`src/rtl/seq_pulse_gen_if.sv`:
```
// -----------------------------------------------------------------------------
// seq_pulse_gen_if
//
// Purpose:
//   Bundles the control inputs and strobe outputs of the sequential pulse
//   generator so that the block and its user connect through one port.
//
// Optional feature macro:
//   SEQ_PULSE_GAP_EN - adds the 'gap' count signal (blank cycles between
//                      channels).
//
// Signals:
//   start     - launch a sequence (only honoured when idle)
//   stop      - abort the sequence and return to idle
//   en        - advance enable; low pauses the running sequence in place
//   mode      - 0 = continuous, 1 = single pass
//   dir       - 0 = descending (top channel first), 1 = ascending
//   dwell     - cycles each channel is held (0 behaves like 1)
//   gap       - blank cycles between channels (macro builds only)
//   pulse_out - one-hot channel strobe, zero when not showing a channel
//   busy      - high while a sequence is active
//   wrap      - one-cycle marker on the final dwell cycle of a pass
//
// Modports:
//   master - the side that drives the controls (user / testbench)
//   slave  - the pulse generator itself
// -----------------------------------------------------------------------------
interface seq_pulse_gen_if #(
    parameter int N_CH    = 6,
    parameter int DWELL_W = 8
);

    logic               start;
    logic               stop;
    logic               en;
    logic               mode;
    logic               dir;
    logic [DWELL_W-1:0] dwell;
`ifdef SEQ_PULSE_GAP_EN
    logic [DWELL_W-1:0] gap;
`endif
    logic [N_CH-1:0]    pulse_out;
    logic               busy;
    logic               wrap;

`ifdef SEQ_PULSE_GAP_EN
    modport master (
        output start, stop, en, mode, dir, dwell, gap,
        input  pulse_out, busy, wrap
    );

    modport slave (
        input  start, stop, en, mode, dir, dwell, gap,
        output pulse_out, busy, wrap
    );
`else
    modport master (
        output start, stop, en, mode, dir, dwell,
        input  pulse_out, busy, wrap
    );

    modport slave (
        input  start, stop, en, mode, dir, dwell,
        output pulse_out, busy, wrap
    );
`endif

endinterface

```
`src/rtl/seq_pulse_gen.sv`:
```
// -----------------------------------------------------------------------------
// seq_pulse_gen
//
// Purpose:
//   N-channel ring pulse generator. Exactly one output bit is high at a time
//   while running; the active bit steps through every channel in order and
//   each channel is held for a programmable number of cycles. The direction
//   and continuous/single-pass behaviour are chosen at launch.
//
// Optional feature macro:
//   SEQ_PULSE_GAP_EN - inserts 'gap' blank cycles (pulse_out = 0) between
//                      channels via an extra GAP state. Without the macro the
//                      channels run back-to-back.
//
// Parameters:
//   N_CH    - number of output channels (>= 2)
//   DWELL_W - width of the dwell and gap count inputs
//
// Ports:
//   clk   - system clock, rising edge
//   rst_n - asynchronous active-low reset
//   bus   - seq_pulse_gen_if.slave: start/stop/en/mode/dir/dwell[/gap] in,
//           pulse_out/busy/wrap out (all outputs registered)
// -----------------------------------------------------------------------------
module seq_pulse_gen #(
    parameter int N_CH    = 6,
    parameter int DWELL_W = 8
) (
    input  logic                 clk,
    input  logic                 rst_n,
    seq_pulse_gen_if.slave       bus
);

    localparam int IDX_W = (N_CH > 1) ? $clog2(N_CH) : 1;

    localparam logic [IDX_W-1:0]   LAST_IDX = IDX_W'(N_CH - 1);
    localparam logic [IDX_W-1:0]   IDX_ONE  = IDX_W'(1);
    localparam logic [DWELL_W-1:0] CNT_ONE  = DWELL_W'(1);
    localparam logic [N_CH-1:0]    ONE_HOT  = N_CH'(1);

`ifdef SEQ_PULSE_GAP_EN
    typedef enum logic [1:0] {
        IDLE,
        RUN,
        GAP
    } state_t;
`else
    typedef enum logic [1:0] {
        IDLE,
        RUN
    } state_t;
`endif

    state_t             state_q, state_d;
    logic [IDX_W-1:0]   idx_q, idx_d;
    logic [DWELL_W-1:0] cnt_q, cnt_d;
    logic [DWELL_W-1:0] hold_q, hold_d;
    logic               mode_q, mode_d;
    logic               dir_q, dir_d;
`ifdef SEQ_PULSE_GAP_EN
    logic [DWELL_W-1:0] gap_q, gap_d;
    logic [DWELL_W-1:0] gcnt_q, gcnt_d;
`endif
    logic [N_CH-1:0]    pulse_q, pulse_d;
    logic               busy_q, busy_d;
    logic               wrap_q, wrap_d;

    // Set when the displayed (channel, dwell cycle) position moves this edge;
    // wrap must only fire when we newly arrive at the final cycle, not while
    // a paused final cycle is being held.
    logic               stepped;

    // Last channel of a pass: bit 0 when descending, bit N_CH-1 when ascending.
    function automatic logic [IDX_W-1:0] last_idx(input logic asc);
        return asc ? LAST_IDX : '0;
    endfunction

    function automatic logic [IDX_W-1:0] first_idx(input logic asc);
        return asc ? '0 : LAST_IDX;
    endfunction

    // Explicit wrap at the range ends keeps non-power-of-two N_CH from ever
    // reaching an unused index code.
    function automatic logic [IDX_W-1:0] next_idx(input logic [IDX_W-1:0] idx,
                                                  input logic             asc);
        if (asc) begin
            return (idx == LAST_IDX) ? '0 : idx + IDX_ONE;
        end
        return (idx == '0) ? LAST_IDX : idx - IDX_ONE;
    endfunction

    // Next-state computation for the sequencer. The output registers are
    // derived from the next-state values so that pulse_out/busy/wrap line up
    // with the state they describe in the same cycle.
    always_comb begin
        state_d = state_q;
        idx_d   = idx_q;
        cnt_d   = cnt_q;
        hold_d  = hold_q;
        mode_d  = mode_q;
        dir_d   = dir_q;
`ifdef SEQ_PULSE_GAP_EN
        gap_d   = gap_q;
        gcnt_d  = gcnt_q;
`endif
        stepped = 1'b0;

        case (state_q)
            IDLE: begin
                if (bus.start && !bus.stop) begin
                    state_d = RUN;
                    mode_d  = bus.mode;
                    dir_d   = bus.dir;
                    hold_d  = (bus.dwell == '0) ? CNT_ONE : bus.dwell;
                    idx_d   = first_idx(bus.dir);
                    cnt_d   = '0;
                    stepped = 1'b1;
`ifdef SEQ_PULSE_GAP_EN
                    gap_d   = bus.gap;
                    gcnt_d  = '0;
`endif
                end
            end

            RUN: begin
                if (bus.stop) begin
                    state_d = IDLE;
                    idx_d   = '0;
                    cnt_d   = '0;
                end else if (bus.en) begin
                    stepped = 1'b1;
                    if (cnt_q == hold_q - CNT_ONE) begin
                        cnt_d = '0;
                        if (mode_q && (idx_q == last_idx(dir_q))) begin
                            // Single pass done: no trailing gap.
                            state_d = IDLE;
                            idx_d   = '0;
                        end else begin
                            // The index advances on entry to GAP so the gap
                            // exit only has to flip back to RUN.
                            idx_d = next_idx(idx_q, dir_q);
`ifdef SEQ_PULSE_GAP_EN
                            if (gap_q != '0) begin
                                state_d = GAP;
                                gcnt_d  = '0;
                            end
`endif
                        end
                    end else begin
                        cnt_d = cnt_q + CNT_ONE;
                    end
                end
            end

`ifdef SEQ_PULSE_GAP_EN
            GAP: begin
                if (bus.stop) begin
                    state_d = IDLE;
                    idx_d   = '0;
                    cnt_d   = '0;
                    gcnt_d  = '0;
                end else if (bus.en) begin
                    if (gcnt_q == gap_q - CNT_ONE) begin
                        state_d = RUN;
                        gcnt_d  = '0;
                        stepped = 1'b1;
                    end else begin
                        gcnt_d = gcnt_q + CNT_ONE;
                    end
                end
            end
`endif

            default: begin
                state_d = IDLE;
                idx_d   = '0;
                cnt_d   = '0;
            end
        endcase

        pulse_d = (state_d == RUN) ? (ONE_HOT << idx_d) : '0;
        busy_d  = (state_d != IDLE);
        wrap_d  = stepped && (state_d == RUN) &&
                  (idx_d == last_idx(dir_d)) && (cnt_d == hold_d - CNT_ONE);
    end

    // State and output registers with asynchronous active-low reset.
    always_ff @(posedge clk or negedge rst_n) begin
        if (!rst_n) begin
            state_q <= IDLE;
            idx_q   <= '0;
            cnt_q   <= '0;
            hold_q  <= CNT_ONE;
            mode_q  <= 1'b0;
            dir_q   <= 1'b0;
`ifdef SEQ_PULSE_GAP_EN
            gap_q   <= '0;
            gcnt_q  <= '0;
`endif
            pulse_q <= '0;
            busy_q  <= 1'b0;
            wrap_q  <= 1'b0;
        end else begin
            state_q <= state_d;
            idx_q   <= idx_d;
            cnt_q   <= cnt_d;
            hold_q  <= hold_d;
            mode_q  <= mode_d;
            dir_q   <= dir_d;
`ifdef SEQ_PULSE_GAP_EN
            gap_q   <= gap_d;
            gcnt_q  <= gcnt_d;
`endif
            pulse_q <= pulse_d;
            busy_q  <= busy_d;
            wrap_q  <= wrap_d;
        end
    end

    assign bus.pulse_out = pulse_q;
    assign bus.busy      = busy_q;
    assign bus.wrap      = wrap_q;

endmodule

```
`src/flat_wrapper.sv`:
```
// flat-port wrapper written by rule: the top's interface ports become plain ports
module seq_pulse_gen_flat 
#(
    parameter int N_CH    = 6,
    parameter int DWELL_W = 8
)
  (clk, rst_n, bus_start, bus_stop, bus_en, bus_mode, bus_dir, bus_dwell, bus_pulse_out, bus_busy, bus_wrap);
  seq_pulse_gen_if #(.N_CH(N_CH), .DWELL_W(DWELL_W)) bus_i ();
  input  logic clk;
  input  logic rst_n;
  input wire logic [$bits(bus_i.start)-1:0] bus_start;
  input wire logic [$bits(bus_i.stop)-1:0] bus_stop;
  input wire logic [$bits(bus_i.en)-1:0] bus_en;
  input wire logic [$bits(bus_i.mode)-1:0] bus_mode;
  input wire logic [$bits(bus_i.dir)-1:0] bus_dir;
  input wire logic [$bits(bus_i.dwell)-1:0] bus_dwell;
  output wire logic [$bits(bus_i.pulse_out)-1:0] bus_pulse_out;
  output wire logic [$bits(bus_i.busy)-1:0] bus_busy;
  output wire logic [$bits(bus_i.wrap)-1:0] bus_wrap;
  assign bus_i.start = bus_start;
  assign bus_i.stop = bus_stop;
  assign bus_i.en = bus_en;
  assign bus_i.mode = bus_mode;
  assign bus_i.dir = bus_dir;
  assign bus_i.dwell = bus_dwell;
  assign bus_pulse_out = bus_i.pulse_out;
  assign bus_busy = bus_i.busy;
  assign bus_wrap = bus_i.wrap;
  seq_pulse_gen #(.N_CH(N_CH), .DWELL_W(DWELL_W)) u_core (.clk(clk), .rst_n(rst_n), .bus(bus_i));
endmodule
```
`config.mk`:
```
export PLATFORM = sky130hd
export DESIGN_NAME = seq_pulse_gen_flat
export DESIGN_NICKNAME = d
export VERILOG_FILES = /design/src/rtl/seq_pulse_gen_if.sv /design/src/rtl/seq_pulse_gen.sv /design/src/flat_wrapper.sv
export SDC_FILE = /design/constraint.sdc
export NUM_CORES = 1
export LEC_CHECK = 0
export ABC_AREA = 1
export CORE_MARGIN = 5
export CORE_UTILIZATION = 50
export CTS_CLUSTER_DIAMETER = 50
export DETAILED_ROUTE_END_ITERATION = 8
export PLACE_DENSITY_LB_ADDON = 0.15
export SLEW_MARGIN = 10
export SYNTH_ARGS = -nofsm -noshare
export SYNTH_HDL_FRONTEND = slang
export SYNTH_SLANG_ARGS = --single-unit
```
`constraint.sdc`:
```
create_clock -name clk -period 3.7 [get_ports clk]
set_input_delay 0.37 -clock clk [delete_from_list [all_inputs] [get_ports clk]]
set_output_delay 0.37 -clock clk [all_outputs]
set_load 0.02 [all_outputs]
```
==> impl_results.md <==
- Outcome: completed
- Unrepaired setup endpoints after global routing: false
- Area delta synth->final: 15.7%
- Synth Instances: 335
- Fraction of layout cells with a size suffix above 1: 13.5%
- YS warnings: 0
- Port-buffer cells: 22
- Top cells by area, synth: dfrtp_1, nand2_1, inv_1, nand3_1, nor2_1
- Reg2reg end: u_core.bus.wrap
- Post-CTS resize count: 0
- Combinational share of power: 30.3%
- Die Wd: 78.0 µm
- Net switching power: 0.353 mW
- Largest area contributor in the netlist: dfrtp_1
- Final WL: 5410 µm
- R2R Setup Slk: 1.18 ns
- Maxcap violations: 0
- Congestion Overflow GR: 0
- Rows: 24
- Final Max Tran Viols: 0
- Internal: 0.651 mW
- Crit-path max FO: 13
- Worst Setup EP: u_core.bus.wrap
- GP Congestion: 0.861
- Setup crit start kind: flip-flop
- Peak VDD IR: 0.269 mV
- Vias in the first global route: 1990
- Post-synth top area share: 32.4%
- Post-synthesis register bit count: 31
- Slowest stage delay, CP: 0.59 ns
- Setup_tns: 0 ns
- Reg clk slew, reported paths: 0.07 ns
- Drt first pass iters: 4
- Yosys cell types: 31
- Fin crit period: 2.52 ns
- Critical path buffers and inverters: 2
- Post-CTS setup buffer count: 0
- Initial core utilization: 52.4%
- Worst rel slew slack: 55.0%
- Antenna Nets Post-Route: 0
- Total CTS buffers: 5
- Total core area: 4410 µm²
- Seq pwr share: 39.9%
- Most common cell in the netlist: nand2_1
- HP Class: in2async
- Largest net degree at the start of global routing: 32
- Uppermost layer routed: met4
- CP max-delay cell: dfstp_2
- DRC viols: 0
- Commonest cells in the netlist: nand2_1, inv_1, dfrtp_1
- Crit path cell chain: inv_2, ha_1, inv_1, nand2_1, nand3_1, nand2_1, nor2_1, nand2_1, nor2_2, nand3_4, nand2_2, nand2_1, nand2_1, nand2_2, o21bai_1, nand3_1, nor2_2
- Register-to-Register Path Depth: 17
- Main synth FF type: dfrtp_1
- Metal1 wirelength: 2530 µm
- Setup Crit Path Kind: reg2reg
- First-pass GRT wire length: 9310 µm
- Mapped cell area: 2310 µm²
- Fill cells: 436
- Post-DP HPWL: 4370 µm
- DIE AREA: 6090 µm²
- Max Clock Freq: 396 MHz
- DR iter-0 viols: 174
- Finish-stage setup viols: 0
- Power Density: 375 nW/µm²
- Mean Syn Cell Area: 6.91 µm²
- Fraction of registers with async set/reset: 100%
- Antenna cells: 0
- Crit share post-route: 68.2%
- Worst R2R Start: u_core.hold_q[0]
- Met2 wire len: 2450 µm
- Largest delay share family, worst path: simple AND/OR/NAND/NOR gates
- Seq/Total Area, Yosys: 33.6%
- Crit. path cell count: 17
- Layout Skew: 0.00319 ns
- Clock sink total: 31
- Met3 WL: 331 µm
- Clock Latency Late Sink: 0.28 ns
- Slew @ Worst Pin: 0.672 ns
- GRT Overall Usage: 18.8%
- Launch point of the critical path: u_core.hold_q[0]
- Vias per cell: 5.10
- CTS root buffer: clkbuf_8
- Leakage power: 1.37 nW
- Switching share of total power: 35.2%
- Power, Total: 1.00 mW
- Initial antenna violation count: 0
- Worst EP required: 3.92 ns
- Worst EP arrival: 2.74 ns
- Final net count: 380
- CTS tree: done
- Syn nets: 354
- Hold Violations, Final: 0
- Wire length per cell: 13.1 µm
- Ports: 23
- Critical path capture point type: flip-flop
- Die H: 78.0 µm
- Total number of vias: 2111
- Number of synthesized flops with an enable pin: 0
- Clock power share: 29.7%
- CTS Hold Bufs: 0
- Clk buf depth: 2
- Most frequent CP cell: nand2_1
- H-tree Lvls: 2
-- routing by layer --
| metal | track usage (%) | vias up |
|---|---|---|
| met5 | 0 | - |
| met4 | 5.07 | 0 |
| met3 | 4.69 | 11 |
| met2 | 29.1 | 53 |
| met1 | 26.2 | 957 |
| li1 | - | 1090 |
-- logic make-up (layout without fill, tap and decap cells) --
family	after synthesis	after routing	synth area share (%)
AOI/OAI and AO/OA	28	28	7.30
adders and majority gates	4	4	2.16
and+or+nand+nor	197	197	40.6
DFF	31	31	33.6
buffers and inverters	58	85	10.2
xor gates and xnor gates	16	16	6.05
other	1	1	0.162
-- cell usage in the layout, fill, tap and decap left out --
cell	instances
nand2_2	6
nor2_1	28
inv_2	6
o21ai_2	4
nand4_1	4
buf_4	1
nand2_1	108
ha_1	4
nor2_4	5
nand3_4	1
o21bai_1	1
conb_1	1
inv_1	48
o21ai_4	1
or2_2	1
nor3_1	4
nor2_2	6
clkdlybuf4s50_1	22
clkbuf_8	7
a21oi_1	8
nand3b_2	1
nand3_1	21
nand3b_1	3
o21ai_0	11
dfrtp_1	30
nand2_4	3
nand3_2	5
o21ai_1	3
dfstp_2	1
clkinvlp_4	1
xnor2_1	4
xor2_1	12
or2_0	1
-- worst min path at each step --
stage / end / slack, ns / depth (start not counted)
final: u_core.hold_q[1] / 0.49 / 2
after global routing: u_core.cnt_q[5] / 0.52 / 2
after CTS: u_core.hold_q[4] / 0.49 / 2
after detailed placement: u_core.mode_q / 0.54 / 2
after global placement: u_core.mode_q / 0.53 / 2
after floorplan: u_core.bus.busy / 0.07 / 0
-- sequential cells by signal (all words and copies together) (netlist names) --
name	count
u_core.cnt_q	8
u_core.hold_q	8
u_core.bus.pulse_out	6
u_core.idx_q	3
u_core.state_q	2
u_core.bus.busy	1
u_core.bus.wrap	1
u_core.dir_q	1
u_core.mode_q	1
-- power groups by stage --
stage	sequential (mW)	combinational [mW]	clock, mW
floorplan	0.401	0.219	0
global placement	0.405	0.301	0
detailed placement	0.407	0.303	0
CTS	0.400	0.306	0.306
global route	0.405	0.347	0.320
finish	0.401	0.305	0.298
-- cell type report --
class	count	area, µm²	share of cell area [%]
clock buffer	7	96.3	3.60
inverter	54	203	7.57
tap	52	65.1	2.43
multi-input combinational	246	1300	48.6
timing repair buffer	23	228	8.50
clock inverter	1	7.51	0.280
sequential	31	777	29.0
-- metrics by stage --
stage | hold slack [ns] | worst slack [ns] | instances | cell area (µm²) | utilization (%)
after floorplan | 0.0744 | 1.51 | 335 | 2310 | -
after global placement | 0.533 | 1.03 | 406 | 2570 | 58.3
after detailed placement | 0.541 | 0.987 | 406 | 2570 | 58.3
after CTS | 0.487 | 1.16 | 414 | 2680 | 60.7
after global routing | 0.517 | 0.951 | 414 | 2680 | 60.7
final | 0.485 | 1.18 | 414 | 2680 | 60.7
No activity file was read; power rests on OpenSTA's default activity.
